[src/rtl/vga_fb_arbiter_pkg.sv]
// vga_fb_pkg: shared constants and types for the VGA frame-buffer arbiter.
//   PIX_W/WORD_W  : one SRAM word carries two 24-bit pixels
//   H_ACT/V_ACT   : visible raster, FB_WORDS is the frame size in words
//   tag_e         : owner of an outstanding SRAM read
//   state_e       : display prefetch FSM states
package vga_fb_pkg;

  localparam int PIX_W    = 24;
  localparam int WORD_W   = 48;
  localparam int H_ACT    = 640;
  localparam int V_ACT    = 480;
  localparam int FB_WORDS = H_ACT * V_ACT / 2;
  localparam int ADDR_W   = 18;

  typedef logic [WORD_W-1:0] word_t;
  typedef logic [PIX_W-1:0]  pix_t;

  typedef enum logic {
    TAG_DISP,
    TAG_HOST
  } tag_e;

  typedef enum logic [1:0] {
    SYNC,
    FILL,
    RUN
  } state_e;

  // Even (left) pixel lives in the low half, odd pixel in the high half.
  function automatic pix_t word_half(input word_t w, input logic odd);
    return odd ? w[WORD_W-1:PIX_W] : w[PIX_W-1:0];
  endfunction

endpackage

[src/rtl/vga_fb_arbiter_if.sv]
// vga_fb_arbiter_if: host access port of the frame-buffer arbiter.
//   host_req/we/addr/wdata : request, held stable by the host until host_gnt
//   host_gnt               : one-cycle grant, the access uses the SRAM this cycle
//   host_rdata/host_rvalid : read return, one cycle after the grant of a read
// master = host side, slave = arbiter side.
interface vga_fb_arbiter_if;
  import vga_fb_pkg::*;

  logic                  host_req;
  logic                  host_we;
  logic [ADDR_W-1:0]     host_addr;
  word_t                 host_wdata;
  logic                  host_gnt;
  word_t                 host_rdata;
  logic                  host_rvalid;

  modport master (
    output host_req, host_we, host_addr, host_wdata,
    input  host_gnt, host_rdata, host_rvalid
  );

  modport slave (
    input  host_req, host_we, host_addr, host_wdata,
    output host_gnt, host_rdata, host_rvalid
  );

endinterface

[src/rtl/vga_fb_arbiter_fifo.sv]
// fb_word_fifo: DEPTH x WIDTH register FIFO for display prefetch words.
//   gclk/rst_clk : clock, async active-high reset
//   flush        : synchronous clear of pointers and count
//   push/din     : write a word (ignored when full)
//   pop          : drop the head word (ignored when empty)
//   head         : current head word, straight from storage
//   count        : registered occupancy, 0..DEPTH
// DEPTH must be at least 2.
module fb_word_fifo #(
  parameter int DEPTH = 4,
  parameter int WIDTH = 48,
  localparam int PTR_W = $clog2(DEPTH),
  localparam int CNT_W = $clog2(DEPTH + 1)
) (
  input  logic             gclk,
  input  logic             rst_clk,
  input  logic             flush,
  input  logic             push,
  input  logic             pop,
  input  logic [WIDTH-1:0] din,
  output logic [WIDTH-1:0] head,
  output logic [CNT_W-1:0] count
);

  logic [DEPTH-1:0][WIDTH-1:0] mem;
  logic [PTR_W-1:0]            wr_ptr, rd_ptr;
  logic                        wr_en, rd_en;

  assign wr_en = push && (count != CNT_W'(DEPTH));
  assign rd_en = pop && (count != '0);
  assign head  = mem[rd_ptr];

  function automatic logic [PTR_W-1:0] ptr_inc(input logic [PTR_W-1:0] p);
    return (p == PTR_W'(DEPTH - 1)) ? '0 : p + 1'b1;
  endfunction

  always_ff @(posedge gclk or posedge rst_clk) begin
    if (rst_clk) begin
      mem    <= '0;
      wr_ptr <= '0;
      rd_ptr <= '0;
      count  <= '0;
    end else if (flush) begin
      wr_ptr <= '0;
      rd_ptr <= '0;
      count  <= '0;
    end else begin
      if (wr_en) begin
        mem[wr_ptr] <= din;
        wr_ptr      <= ptr_inc(wr_ptr);
      end
      if (rd_en) rd_ptr <= ptr_inc(rd_ptr);
      count <= count + CNT_W'(wr_en) - CNT_W'(rd_en);
    end
  end

endmodule

[src/rtl/vga_fb_arbiter.sv]
// vga_fb_arbiter: schedules one single-port 1-cycle-latency SRAM between the
// VGA display path (prefetched into a small word FIFO) and a host port.
//   gclk, rst_clk      : 25 MHz pixel clock, async active-high reset
//   de, vs             : active video and vertical sync (low = sync pulse)
//   pix_data           : pixel for the timing controller, same cycle as de
//   underrun           : sticky, de seen while the FIFO was empty
//   host               : host request/grant/read-return port (slave side)
//   mem_*              : SRAM strobe, write enable, address, data in/out
// The display takes a slot whenever the FIFO plus its outstanding read would
// still fit; every other slot is offered to the host.
module vga_fb_arbiter #(
  parameter int FB_WORDS   = vga_fb_pkg::FB_WORDS,
  parameter int ADDR_W     = vga_fb_pkg::ADDR_W,
  parameter int FIFO_DEPTH = 4
) (
  input  logic                          gclk,
  input  logic                          rst_clk,
  input  logic                          de,
  input  logic                          vs,
  output logic [vga_fb_pkg::PIX_W-1:0]  pix_data,
  output logic                          underrun,
  vga_fb_arbiter_if.slave               host,
  output logic                          mem_en,
  output logic                          mem_we,
  output logic [ADDR_W-1:0]             mem_addr,
  output logic [vga_fb_pkg::WORD_W-1:0] mem_wdata,
  input  logic [vga_fb_pkg::WORD_W-1:0] mem_rdata
);
  import vga_fb_pkg::*;

  localparam int CNT_W = $clog2(FIFO_DEPTH + 1);

  state_e            state, state_nxt;
  logic [ADDR_W-1:0] disp_addr;
  logic              rd_vld;
  tag_e              rd_tag;
  logic              half;
  logic              underrun_q;

  logic              disp_win, host_win, disp_inflight;
  logic              push, pop, flush, fifo_empty;
  word_t             head;
  logic [CNT_W-1:0]  count;
  int                occ_nxt;

  // ---------------------------------------------------------------------------
  // Slot arbitration. At most one display read is ever in flight (latency 1),
  // so occupancy plus that read is the exact number of words already claimed.
  // ---------------------------------------------------------------------------
  assign disp_inflight = rd_vld && (rd_tag == TAG_DISP);
  assign disp_win      = (state != SYNC) &&
                         (int'(count) + int'(disp_inflight) < FIFO_DEPTH);
  // Gated by reset so a host holding req through reset sees no grant.
  assign host_win      = !disp_win && host.host_req && !rst_clk;

  // Display returns that straddle entry into SYNC are dropped here.
  assign push       = disp_inflight && (state != SYNC);
  assign flush      = (state == SYNC);
  assign fifo_empty = (count == '0);
  assign pop        = de && half && !fifo_empty;
  assign occ_nxt    = int'(count) + int'(push) - int'(pop);

  fb_word_fifo #(
    .DEPTH (FIFO_DEPTH),
    .WIDTH (WORD_W)
  ) u_fifo (
    .gclk    (gclk),
    .rst_clk (rst_clk),
    .flush   (flush),
    .push    (push),
    .pop     (pop),
    .din     (mem_rdata),
    .head    (head),
    .count   (count)
  );

  // ---------------------------------------------------------------------------
  // FSM: state register / next state / outputs
  // ---------------------------------------------------------------------------
  always_ff @(posedge gclk or posedge rst_clk) begin
    if (rst_clk) state <= SYNC;
    else         state <= state_nxt;
  end

  // RUN is taken on the edge that lands the last fill word, hence occ_nxt.
  always_comb begin
    state_nxt = state;
    if (!vs) begin
      state_nxt = SYNC;
    end else begin
      case (state)
        SYNC:    state_nxt = FILL;
        FILL:    if (occ_nxt >= FIFO_DEPTH) state_nxt = RUN;
        default: state_nxt = state;
      endcase
    end
  end

  always_comb begin
    mem_en    = 1'b0;
    mem_we    = 1'b0;
    mem_addr  = '0;
    mem_wdata = '0;
    if (disp_win) begin
      mem_en   = 1'b1;
      mem_addr = disp_addr;
    end else if (host_win) begin
      mem_en   = 1'b1;
      mem_we   = host.host_we;
      mem_addr = host.host_addr;
      if (host.host_we) mem_wdata = host.host_wdata;
    end
  end

  // ---------------------------------------------------------------------------
  // Read-return tag, display address, pixel half select, underrun flag
  // ---------------------------------------------------------------------------
  always_ff @(posedge gclk or posedge rst_clk) begin
    if (rst_clk) begin
      rd_vld     <= 1'b0;
      rd_tag     <= TAG_DISP;
      disp_addr  <= '0;
      half       <= 1'b0;
      underrun_q <= 1'b0;
    end else begin
      rd_vld <= mem_en && !mem_we;
      rd_tag <= disp_win ? TAG_DISP : TAG_HOST;
      // Cleared while de is low so every line starts on the even pixel.
      half   <= de ? ~half : 1'b0;
      if (de && fifo_empty) underrun_q <= 1'b1;
      if (state == SYNC)
        disp_addr <= '0;
      else if (disp_win)
        disp_addr <= (disp_addr == ADDR_W'(FB_WORDS - 1)) ? '0 : disp_addr + 1'b1;
    end
  end

  assign pix_data = (de && !fifo_empty) ? word_half(head, half) : '0;
  assign underrun = underrun_q;

  assign host.host_gnt    = host_win;
  assign host.host_rvalid = rd_vld && (rd_tag == TAG_HOST);
  assign host.host_rdata  = host.host_rvalid ? mem_rdata : '0;

endmodule

[src/flat_wrapper.sv]
// flat-port wrapper written by rule: the top's interface ports become plain ports
module vga_fb_arbiter_flat import vga_fb_pkg::*;
#(
  parameter int FB_WORDS   = vga_fb_pkg::FB_WORDS,
  parameter int ADDR_W     = vga_fb_pkg::ADDR_W,
  parameter int FIFO_DEPTH = 4
)
  (gclk, rst_clk, de, vs, pix_data, underrun, mem_en, mem_we, mem_addr, mem_wdata, mem_rdata, host_host_req, host_host_we, host_host_addr, host_host_wdata, host_host_gnt, host_host_rdata, host_host_rvalid);
  vga_fb_arbiter_if host_i ();
  input  logic gclk;
  input  logic rst_clk;
  input  logic de;
  input  logic vs;
  output logic [vga_fb_pkg::PIX_W-1:0] pix_data;
  output logic underrun;
  output logic mem_en;
  output logic mem_we;
  output logic [ADDR_W-1:0] mem_addr;
  output logic [vga_fb_pkg::WORD_W-1:0] mem_wdata;
  input  logic [vga_fb_pkg::WORD_W-1:0] mem_rdata;
  input wire logic [$bits(host_i.host_req)-1:0] host_host_req;
  input wire logic [$bits(host_i.host_we)-1:0] host_host_we;
  input wire logic [$bits(host_i.host_addr)-1:0] host_host_addr;
  input wire logic [$bits(host_i.host_wdata)-1:0] host_host_wdata;
  output wire logic [$bits(host_i.host_gnt)-1:0] host_host_gnt;
  output wire logic [$bits(host_i.host_rdata)-1:0] host_host_rdata;
  output wire logic [$bits(host_i.host_rvalid)-1:0] host_host_rvalid;
  assign host_i.host_req = host_host_req;
  assign host_i.host_we = host_host_we;
  assign host_i.host_addr = host_host_addr;
  assign host_i.host_wdata = host_host_wdata;
  assign host_host_gnt = host_i.host_gnt;
  assign host_host_rdata = host_i.host_rdata;
  assign host_host_rvalid = host_i.host_rvalid;
  vga_fb_arbiter #(.FB_WORDS(FB_WORDS), .ADDR_W(ADDR_W), .FIFO_DEPTH(FIFO_DEPTH)) u_core (.gclk(gclk), .rst_clk(rst_clk), .de(de), .vs(vs), .pix_data(pix_data), .underrun(underrun), .host(host_i), .mem_en(mem_en), .mem_we(mem_we), .mem_addr(mem_addr), .mem_wdata(mem_wdata), .mem_rdata(mem_rdata));
endmodule
[config.mk]
export PLATFORM = sky130hd
export DESIGN_NAME = vga_fb_arbiter_flat
export DESIGN_NICKNAME = d
export VERILOG_FILES = /design/src/rtl/vga_fb_arbiter_pkg.sv /design/src/rtl/vga_fb_arbiter_if.sv /design/src/rtl/vga_fb_arbiter_fifo.sv /design/src/rtl/vga_fb_arbiter.sv /design/src/flat_wrapper.sv
export SDC_FILE = /design/constraint.sdc
export NUM_CORES = 1
export LEC_CHECK = 0
export CAP_MARGIN = 0
export CELL_PAD_IN_SITES_DETAIL_PLACEMENT = 0
export CELL_PAD_IN_SITES_GLOBAL_PLACEMENT = 1
export CORE_MARGIN = 1
export CORE_UTILIZATION = 50
export CTS_CLUSTER_DIAMETER = 120
export DETAILED_ROUTE_END_ITERATION = 6
export DONT_BUFFER_PORTS = 1
export GPL_TIMING_DRIVEN = 0
export HOLD_SLACK_MARGIN = 0.06
export PLACE_DENSITY_LB_ADDON = 0.25
export SYNTH_ARGS = -nofsm -noshare
export SYNTH_HDL_FRONTEND = slang
export SYNTH_SLANG_ARGS = --single-unit
export TNS_END_PERCENT = 5
[constraint.sdc]
create_clock -name gclk -period 24.6 [get_ports gclk]
set_input_delay 2.46 -clock gclk [delete_from_list [all_inputs] [get_ports gclk]]
set_output_delay 2.46 -clock gclk [all_outputs]
set_load 0.1 [all_outputs]
# After elaboration in Yosys (flattened, before gate mapping)
# Index checks and enable logic that the tools add are counted.
[op_classes] muxes=32 addsub=8 order_cmp=5 reduce_logical=27 bitwise=3 n_eq_ne=7
[ops] operator="$mux W48" count=6
[ops] operator="$bwmux W192" count=1
[ops] operator="$bmux W48 S2" count=1
[ops] operator="$demux W48 S2" count=1
[ops] operator="$mux W18" count=5
[ops] operator="$mux W24" count=2
[ops] operator="$ge A32 B4 Y1 const B" count=1
[ops] operator="$lt A32 B4 Y1 const B" count=1
[ops] operator="$sub A32 B2 Y32" count=1
[ops] operator="$add A18 B1 Y18 const B" count=1
[ops] operator="$eq A18 B18 Y1 const B" count=1
[ops] operator="$mux W2" count=8
[ops] operator="$logic_and A1 B1 Y1" count=14
[ops] operator="$add A3 B1 Y4" count=2
[ops] operator="$reduce_bool A2 Y1" count=4
[ops] operator="$lt A2 B3 Y1 const B" count=2
[ops] operator="$mux W1" count=6
[ops] operator="$add A2 B1 Y2 const B" count=2
[ops] operator="$eq A2 B2 Y1 const B" count=2
[ops] operator="$logic_not A1 Y1" count=4
[ops] operator="$pmux W2 S2" count=1
[ops] operator="$reduce_and A2 Y1" count=2
[ops] operator="$add A3 B1 Y3" count=1
[ops] operator="$logic_not A3 Y1" count=1
[ops] operator="10 further kinds" count=12
[word_totals] regBits=223

# Logic depth before layout (Yosys ltp)
# Gate-level depths: netlist (run 1).
[depth] ltp_word=12 depth_mapped=11 ltp_nobuf=11

# Modules after synthesis
# From an unflattened synthesis (run 1), not the netlist that was laid out.
[unflattened] cells_unflattened=902 area_unflattened_um2=11875.1
[by_module_without_submodules] module="fb_word_fifo" cells_per_inst=510 area_per_inst_um2=9057.4 instances=1 seq_area_each_um2=4979.8
[by_module_without_submodules] module="vga_fb_arbiter" cells_per_inst=392 area_per_inst_um2=2817.7 instances=1 seq_area_each_um2=600.6

# Worst setup path before layout (run 1)
# Ideal clock, no wire load.
[synth_path] path_kind="input -> output" from="input port rst_clk" to="output port mem_addr[10]" n_path_buf=1 arrival_ns=10.286 setup_slack_ns=11.854 t_required_ns=22.140 stages=5 cell_sequence="inv_1 > nand2_1 > nor2_2 > clkbuf_1 > a22o_1"
[synth_via] elab_chain_len=4
[synth_lines] element="from (decl)" line_no="flat_wrapper.sv:11" rtl="input logic rst_clk;"
[synth_lines] element="$logic_not A1 Y1" line_no="vga_fb_arbiter.sv:54" rtl="assign host_win = !disp_win && host.host_req && !rst_clk;"
[synth_lines] element="$logic_and A1 B1 Y1" line_no="vga_fb_arbiter.sv:54"
[synth_lines] element="via host_host_gnt" line_no="flat_wrapper.sv:25" rtl="output wire logic [$bits(host_i.host_gnt)-1:0] host_host_gnt;"
[synth_lines] element="$mux W18" line_no="vga_fb_arbiter.sv:107" rtl="end else if (host_win) begin"
[synth_lines] element="$mux W18" line_no="vga_fb_arbiter.sv:104" rtl="if (disp_win) begin"
[synth_lines] element="to (decl)" line_no="flat_wrapper.sv:18" rtl="output logic [ADDR_W-1:0] mem_addr;"
# The timed path passes the listed nets, and every way through them passes these cells.

# Worst setup path in the final report (run 1)
[layout_path] from="input port rst_clk" to="output port mem_wdata[46] in the netlist's numbering"
[layout_via] elab_chain_len=4
[layout_lines] element="$logic_not A1 Y1" line_no="vga_fb_arbiter.sv:54"
[layout_lines] element="$logic_and A1 B1 Y1" line_no="vga_fb_arbiter.sv:54"
[layout_lines] element="$mux W48" line_no="vga_fb_arbiter.sv:107"
[layout_lines] element="$mux W48" line_no="vga_fb_arbiter.sv:104"
[layout_lines] element="to (decl)" line_no="flat_wrapper.sv:19" rtl="output logic [vga_fb_pkg::WORD_W-1:0] mem_wdata;"
# No other way between the ends.

==> impl_results.md, run 1 <==
- Result of the run: finished clean
- Met3 global-route usage: 4.94%
- Seq. cell area: 5580 µm²
- Share of final-layout standard cells stronger than drive strength 1: 26.7%
- Average footprint of a synthesized cell: 13.5 µm²
- Pin slew with the least headroom to its limit: 1410 ps
- Count of placed standard cells including taps: about 1100
- Die width: around 150 µm
- Type of the most critical hold path: flip-flop to flip-flop
- Maximum buffer depth of the clock tree: 3
- Number of fill cells in the layout: 1791
- Max_slew headroom: 6.15%
- Buffers & Inverters on Critical Path: 3
- Power density over the cells: ~140 nW/µm²
- FP Rows: 54
- Busiest layer in global routing: met2
- Initial cell density of the core: 51.3%
- Max Slew Vio Count: 0
- Post-route antenna net violation count: 0
- Ratio of routed vias to standard cells: about 6.2
- Chip height: about 150 µm
- H-tree depth: 1
- Setup repair after global routing missed its margin: no
- Most frequently used cell type in the post-synthesis netlist: dfrtp_1
- Average wire per standard cell: 25.1 µm
- Vias in the first global route: about 7600
- Pleak: 0.00527 µW
- Latest clock arrival within the worst-skew pair: 530 ps
- Total length of routed wires: 29100 µm
- Grt met2 use: between 40% and 50%
- Shortest clock period the worst path allows after layout: 8580 ps
- Cell Chain, Critical Path: inv_8 -> buf_16 -> nand2_1 -> nor3b_2 -> clkbuf_1 -> and2_1
- Final setup violation count: 0
- Kind of start point of the critical path: input port
- Clock transition at the registers of the reported paths: roughly 60 ps
- Worst VDD drop: around 0.00008 V
- Number of warnings printed during yosys synthesis: 0
- Final hold violation count: 0
- CTS tree: built
- Total CTS buffers: 25
- Type of the worst setup path: input port to primary output
- Highest Clock Rate: between 100 and 150 MHz
- Proportion of netlist area held by the largest area contributor: 49.7%
- Nets in the synthesized netlist: 969
- Number of nets in the layout: roughly 1000
- DP HPWL: between 20000 and 25000 µm
- Cell accounting for the most synthesized area: dfrtp_1
- Remaining routing DRC violations: 0
- Number of antenna violations at the first check in global routing: 2
- Cts-stage hold buffer count: 0
- Design Power: 1690 µW
- Leftover overflow at the end of global routing: 0
- Cell at the slowest stage of the critical path: clkbuf_1
- Drt first pass iters: 4
- Clock sink count: 223
- Kind of end point of the critical path: primary output
- Netlist Area Pre-Place: 11200 µm²
- Count of max-cap constraint violations: 0
- Number of gates resized after cts: 0
- Count of mapped cells out of synthesis: between 800 and 900
- Routed vias: between 7000 and 8000
- Final weighted congestion of routability-driven global placement: 0.868
- Total core area: 21900 µm²
- Top-Level Pins: 263
- Count of flip-flops with a built-in enable after synthesis: 0
- Fin crit share: 34.9%
- Initial detailed-routing violation count: 345
- Number of I/O port buffers: 0
- Met1 Use GR: 36.7%
- Area enclosed by the die boundary: 23000 µm²
- Count of non-filler cells in the finished layout: 1160
- Count of buffers added by post-CTS timing repair for setup: 0
- Sum Neg Setup Slack: 0 ps
- Fraction of registers with async set/reset: 100%
- Cell class contributing the biggest share of worst-path delay: buffers and inverters
- Unique masters post-synth: 47
- Worst EP arrival: slightly above 6000 ps
- Maximum fanout count along the critical path: 130
- Share of the yosys chip area belonging to registers: 49.7%
- Register bit total from synthesis: 223
- First-pass GRT wire length: roughly 44000 µm
- Longest individual stage delay on the worst path: between 1000 and 1500 ps
- Area of the multi-input gates: 5270 µm²
- Pin count of the biggest net entering global routing: 131
- Commonest cells in the synthesized netlist: dfrtp_1, mux2_2, mux2_1
- Setup skew after layout: 11.9 ps
- Post-synthesis to final-layout area growth: 11.1%
- Number of diodes: 0
- Global Route Usage Sum: 26.0%
- Clock root buffer: clkbuf_16
- Synth top area cells: dfrtp_1, mux2_2, mux4_2
- Ys flop type: dfrtp_1
- Worst endpoint required time: ~22000 ps
-- final timing paths --
kind | startpoint | endpoint | slack, ps | cells past startpoint
hold reg to reg | u_core.half | u_core.half | 430 | 1
setup reg to reg | u_core.u_fifo.count[0] | u_core.u_fifo.count[2] | 21440 | 10
max in group asynchronous | rst_clk | u_core.disp_addr[15] | 21670 | 2
setup / recovery | rst_clk | mem_wdata[46] | 16020 | 6
hold / removal | u_core.half | u_core.half | 430 | 1
min in group asynchronous | rst_clk | u_core.u_fifo.mem[159] | 1930 | 1
-- cells in the final DEF, fill, tap and decap left out, types with 3 or more instances in the layout --
cell,n
a21oi_1,11
a22o_1,42
and2_1,52
and3_1,53
buf_1,6
buf_2,16
buf_6,8
clkbuf_1,37
clkbuf_16,25
clkbuf_8,8
dfrtp_1,223
ha_1,14
inv_1,12
mux2_1,80
mux2_2,112
mux2i_1,3
mux4_2,48
nand2_1,22
nand3_1,9
nand4_1,4
nor2_1,23
o21ai_0,10
o22ai_1,3
or3_1,6
or4_1,3
xor2_1,9
-- state kept, by name, indices dropped and copies added (netlist names) --
register	count
u_core.half	1
u_core.u_fifo.rd_ptr	2
u_core.u_fifo.wr_ptr	2
u_core.state	2
u_core.rd_vld	1
u_core.underrun	1
u_core.u_fifo.mem	192
u_core.rd_tag	1
u_core.disp_addr	18
u_core.u_fifo.count	3
-- area by class of cell --
type	count	area share [%]
multi-input combinational	536	42.3
inverter	13	0.452
tap	280	2.81
sequential	223	44.8
clock inverter	5	0.753
buffer	62	2.55
clock buffer	40	6.11
timing repair buffer	1	0.221
-- report_power, final --
part / internal (µW) / switching, µW / total, µW
logic: 214 / 513 / 727
registers: 501 / 74.0 / 575
clock network: 234 / 151 / 384
total: 949 / 737 / 1690
-- layer usage --
layer	wire [µm]	up-vias
li1	-	3138
met1	12800	3835
met2	13900	208
met3	1810	41
met4	535	0
met5	0	-
-- logic make-up after synthesis --
family	synth area share (%)
AOI/OAI and AO/OA	5.74
DFF	49.7
and+or+nand+nor	9.65
muxes	29.2
adders and majority gates	1.74
xor gates and xnor gates	0.703
buffers and inverters	3.26
-- stage by stage --
stage          worst slack [ps]  hold slack [ps]  instance area (µm²)  util (%)
6_report                  16020              434                12500      56.9
5_1_grt                   15680              464                12500      56.9
4_1_cts                   15920              430                12500      56.9
3_5_place_dp              15950              421                11600      53.0
3_3_place_gp              10090              409                11600      52.9
2_1_floorplan             11850              397                11200         -
Power figures use the tool's default switching activity.
==> run 2: changes to the inputs <==
Clock period 24.6 ns to 9 ns, I/O delays scaled along.
==> run 2 against run 1 <==
  * Core utilization rose by 0.65 points
  * Sequential cell count stayed put
  * First-iteration DRC count rose by 20%
  * Critical path depth up 1
  * Clock-buffer cell count decreased by 10
  * Non-clock buffer count up 4
  * Largest power group unchanged
  * Highest routed layer unchanged
==> impl_results.md, run 2 (synthesis gave the netlist of run 1 again) <==
- Setup skew after layout: 10.8 ps
- Worst EP arrival: 4360 ps
- Post-synthesis to final-layout area growth: 12.3%
- Sum Neg Setup Slack: 0 ps
- Setup repair after global routing missed its margin: no
- Most frequent standard cell in the layout excluding fill and tap cells: dfrtp_1
- Result of the run: finished clean
- Drt first pass iters: 5
- Number of nets in the layout: 1001
- Count of buffers added by post-CTS timing repair for setup: 0
- Clock root buffer: clkbuf_16
- H-tree depth: 1
- Final weighted congestion of routability-driven global placement: between 0.8 and 0.9
- Global Route Usage Sum: approximately 26%
- Count of max-cap constraint violations: 0
- Area enclosed by the die boundary: approximately 23000 µm²
- Core Util, Final: between 50 and 60%
- Leftover overflow at the end of global routing: 0
- Cell at the slowest stage of the critical path: clkbuf_1
- Number of diodes: 0
- FP Rows: 54
- Cell class contributing the biggest share of worst-path delay: buffers and inverters
- Register with the most flip-flops: u_core.u_fifo.mem
- Clock transition at the registers of the reported paths: roughly 60 ps
- Kind of start point of the critical path: input port
- Pleak: 0.00533 µW
- Type of the worst setup path: input port to primary output
- Final setup violation count: 0
- Design Power: 4700 µW
- Worst VDD drop: 0.000330 V
- CTS tree: built
- Worst endpoint required time: 8100 ps
- Top-Level Pins: 263
- Max_slew headroom: approximately 5.7%
- Shortest clock period the worst path allows after layout: around 5300 ps
- Longest individual stage delay on the worst path: 1070 ps
- Total core area: 21900 µm²
- Cts-stage hold buffer count: 0
- Commonest cells after routing, fill and taps aside: dfrtp_1, mux2_2, mux2_1
- Maximum buffer depth of the clock tree: 3
- Power density over the cells: ~370 nW/µm²
- Remaining routing DRC violations: 0
- Latest clock arrival within the worst-skew pair: 520 ps
- Final hold violation count: 0
- Average wire per standard cell: 25.1 µm
- Total length of routed wires: 29200 µm
- Kind of end point of the critical path: primary output
- Highest Clock Rate: 190 MHz
- Total CTS buffers: 25
- Clock sink count: roughly 220
- DP HPWL: 21200 µm
- Fin crit share: 58.4%
- Die width: between 150 and 200 µm
- Share of final-layout standard cells stronger than drive strength 1: 27.5%
- Buffers & Inverters on Critical Path: 4
- Biggest registers after layout: u_core.u_fifo.mem x192, u_core.disp_addr x18, u_core.u_fifo.count x3
- Pin count of the biggest net entering global routing: 47
- First-pass GRT wire length: approximately 43000 µm
- Ratio of routed vias to standard cells: 6.20
- Pin slew with the least headroom to its limit: 1410 ps
- Max Slew Vio Count: 0
- Maximum fanout count along the critical path: 43
- Type of the most critical hold path: input port to asynchronous set/reset pin
- Vias in the first global route: 7577
- Post-route antenna net violation count: 0
- Cell Chain, Critical Path: clkinvlp_4 -> buf_12 -> buf_12 -> nand2_1 -> nor3b_2 -> clkbuf_1 -> and2_1
- Number of gates resized after cts: 0
- Cell with the most instances on the worst path: buf_12
- Number of I/O port buffers: 0
- Number of antenna violations at the first check in global routing: 2
- Flip-flop count of the largest register, all copies and words added: 192
- Initial cell density of the core: just over 50%
- Min Hold Slack: 310 ps
- Chip height: 152 µm
- Routed vias: around 7200
- Initial detailed-routing violation count: about 410
## run 2: power breakdown
group	internal (µW)	switching (µW)
clock network	729	411
registers	1370	200
logic	588	1400
total	2690	2010
## run 2: final timing paths
| check | from | endpoint | slack [ps] | cells after the start |
|---|---|---|---|---|
| max in group asynchronous | rst_clk | u_core.u_fifo.mem[74] | 7570 | 4 |
| worst max register to register | u_core.u_fifo.count[2] | u_core.u_fifo.count[1] | 5860 | 9 |
| worst min register to register | u_core.half | u_core.half | 430 | 1 |
| worst max-delay path | rst_clk | mem_wdata[45] | 3740 | 7 |
| min in group gclk | u_core.half | u_core.half | 430 | 1 |
| worst min-delay path | rst_clk | u_core.u_fifo.mem[14] | 310 | 1 |
## run 2: final cells by class
type | count | area (µm²)
flip-flops and latches | 223 | 5580
clock buffers | 30 | 664
plain buffers | 62 | 318
well taps | 280 | 350
clock inverters | 15 | 265
fillers | 1763 | 9290
repair buffers | 5 | 100
inverters | 13 | 52.6
multi-input cells | 536 | 5270
## run 2: routing by layer
layer  wire, µm  global-route usage (%)
met3       2060                    5.21
met2      14400                    41.9
met5          0                       0
met4        537                    6.24
met1      12200                    34.8
## run 2: through the flow
step / instances / cell area, µm² / setup slack, ps
finish: 1164 / 12600 / 3740
global route: 1164 / 12600 / 3500
floorplan: 834 / 11200 / 1860
CTS: 1164 / 12600 / 3710
detailed placement: 1119 / 11700 / 3710
global placement: 1114 / 11600 / 621
==> run 3: changes to the inputs <==
Settings changed: CORE_UTILIZATION 50 to 46.
Clock period 9 ns to 4.8 ns, I/O delays scaled along.
==> run 3 against run 2 <==
  * Clock skew decreased by 2.7 ps
  * Non-clock buffer count increased by 1
  * Critical endpoint is now mem_wdata[12]
  * Global-route usage decreased by 0.24 points
  * Wire length increased by 5.0%
  * Highest routed layer unchanged
==> impl_results.md, run 3 (synthesis gave the netlist of run 1 again) <==
- Result of the run: finished clean
- Average wire per standard cell: around 25 µm
- Post-synthesis to final-layout area growth: 12.9%
- Design Power: 8480 µW
- Setup repair after global routing missed its margin: no
- H-tree depth: 1
- Number of I/O port buffers: 0
- Type of the most critical hold path: input port to flip-flop
- Initial cell density of the core: 47.4%
- Vias in the first global route: 7893
- Number of antenna violations at the first check in global routing: 3
- Number of fill cells in the layout: about 2000
- Longest individual stage delay on the worst path: between 800 and 900 ps
- Pin count of the biggest net entering global routing: 47
- Register with the most flip-flops: u_core.u_fifo.mem
- Worst EP arrival: 3910 ps
- Grt met2 use: 47.3%
- Setup skew after layout: 8.12 ps
- Count of max-cap constraint violations: 0
- Cell Chain, Critical Path: dlygate4sd3_1 -> clkinvlp_4 -> buf_12 -> buf_12 -> nand2_1 -> nor3b_2 -> clkbuf_1 -> and2_1
- Final hold violation count: 0
- Commonest cells after routing, fill and taps aside: dfrtp_1, mux2_2, mux2_1
- Met3 global-route usage: 3.78%
- Min Hold Slack: 91.5 ps
- Pin slew with the least headroom to its limit: 1070 ps
- Final setup violation count: 0
- Flip-flop count of the largest register, all copies and words added: approximately 190
- Sum Neg Setup Slack: 0 ps
- Post-route antenna net violation count: 0
- Count of buffers added by post-CTS timing repair for setup: 0
- Fin crit share: between 90% and 100%
- Top-Level Pins: 263
- Worst VDD drop: 0.000374 V
- Worst endpoint required time: 4320 ps
- Number of nets in the layout: 1001
- Latest clock arrival within the worst-skew pair: 510 ps
- Pleak: 0.00536 µW
- Share of final-layout standard cells stronger than drive strength 1: 31.9%
- Ratio of routed vias to standard cells: roughly 6
- Setup slack of the worst register-to-register path: 1530 ps
- Shortest clock period the worst path allows after layout: about 4400 ps
- Clock transition at the registers of the reported paths: roughly 60 ps
- Highest Clock Rate: 228 MHz
- Cell class contributing the biggest share of worst-path delay: buffers and inverters
- Cell at the slowest stage of the critical path: and2_1
- Die width: approximately 160 µm
- Buffers & Inverters on Critical Path: 5
- Maximum fanout count along the critical path: 46
- Type of the worst setup path: input port to primary output
- Fin worst setup slack: around 400 ps
- Chip height: around 160 µm
- Max_slew headroom: 28.9%
- Cell with the most instances on the worst path: buf_12
- Drt first pass iters: 5
- Routed vias: ~7300
- Busiest layer in global routing: met2
- Most frequent standard cell in the layout excluding fill and tap cells: dfrtp_1
- Clock sink count: 223
- Final weighted congestion of routability-driven global placement: 0.866
- DP HPWL: ~23000 µm
- Remaining routing DRC violations: 0
- Setup slack after placement: 807 ps
- Total length of routed wires: 30600 µm
- Total core area: about 24000 µm²
- Maximum buffer depth of the clock tree: 3
- Met1 Use GR: 30.2%
- First-pass GRT wire length: 46600 µm
- Total CTS buffers: 24
- Clock root buffer: clkbuf_16
- Biggest registers after layout: u_core.u_fifo.mem x192, u_core.disp_addr x18, u_core.u_fifo.count x3
- Kind of start point of the critical path: input port
- Leftover overflow at the end of global routing: 0
- Initial detailed-routing violation count: 403
- Power density over the cells: 669 nW/µm²
- Kind of end point of the critical path: primary output
- CTS tree: built
- FP Rows: 56
- Max Slew Vio Count: 0
- Global Route Usage Sum: 25.3%
- Area enclosed by the die boundary: between 20000 and 30000 µm²
-- run 3: cell count changes in the layout (fill, tap and decap cells not counted), moves of 5 or more --
cell | before | now
a22o_1 | 42 | 33
and2_2 | 0 | 17
a22o_4 | 0 | 9
and2_4 | 0 | 19
bufinv_16 | 7 | 0
clkbuf_8 | 2 | 7
and2_1 | 52 | 16
-- run 3: path summary, 6_finish.rpt --
| kind | startpoint | to | depth (start not counted) |
|---|---|---|---|
| max | rst_clk | mem_wdata[12] | 8 |
| min | vs | u_core.state[1] | 1 |
| max reg2reg | u_core.u_fifo.count[2] | u_core.state[1] | 11 |
| min reg2reg | u_core.half | u_core.half | 1 |
| max in group asynchronous | rst_clk | u_core.u_fifo.mem[25] | 5 |
| min in group asynchronous | rst_clk | u_core.u_fifo.mem[161] | 2 |
-- run 3: power breakdown --
part           leakage [µW]  switching [µW]  total [µW]  internal [µW]
Clock              0.000372             721        1760           1040
Combinational       0.00234            2650        3770           1130
Sequential          0.00265             375        2940           2570
Total               0.00536            3740        8480           4740
-- run 3: timing repair --
action / 4_1_cts / 5_1_grt
setup endpoints to repair: 0 / 17
hold endpoints to repair: 37 / 0
hold buffers: 1 / 0
gates resized for setup: 0 / 17
-- run 3: through the flow --
step,cell area [µm²],std cells,util (%)
6_report,12700,1204,53.5
5_1_grt,12700,1203,53.5
3_3_place_gp,11800,1153,49.7
4_1_cts,12600,1201,53.4
3_5_place_dp,11900,1158,50.2
2_1_floorplan,11400,834,-
-- run 3: layout make-up --
type / instances / area, µm² / share of cell area [%]
multi-input cells: 536 / 5420 / 42.8
inverters: 13 / 52.6 / 0.415
plain buffers: 62 / 348 / 2.74
repair buffers: 6 / 110 / 0.869
clock inverters: 3 / 15.0 / 0.118
clock buffers: 39 / 738 / 5.83
diodes: 3 / 7.51 / 0.0592
flip-flops and latches: 223 / 5580 / 44.0
well taps: 319 / 399 / 3.15
-- run 3: routing by layer --
layer,up-vias,routed length (µm)
met4,0,686
met1,3838,11800
met3,36,1700
met2,258,16500
li1,3144,-
met5,-,0
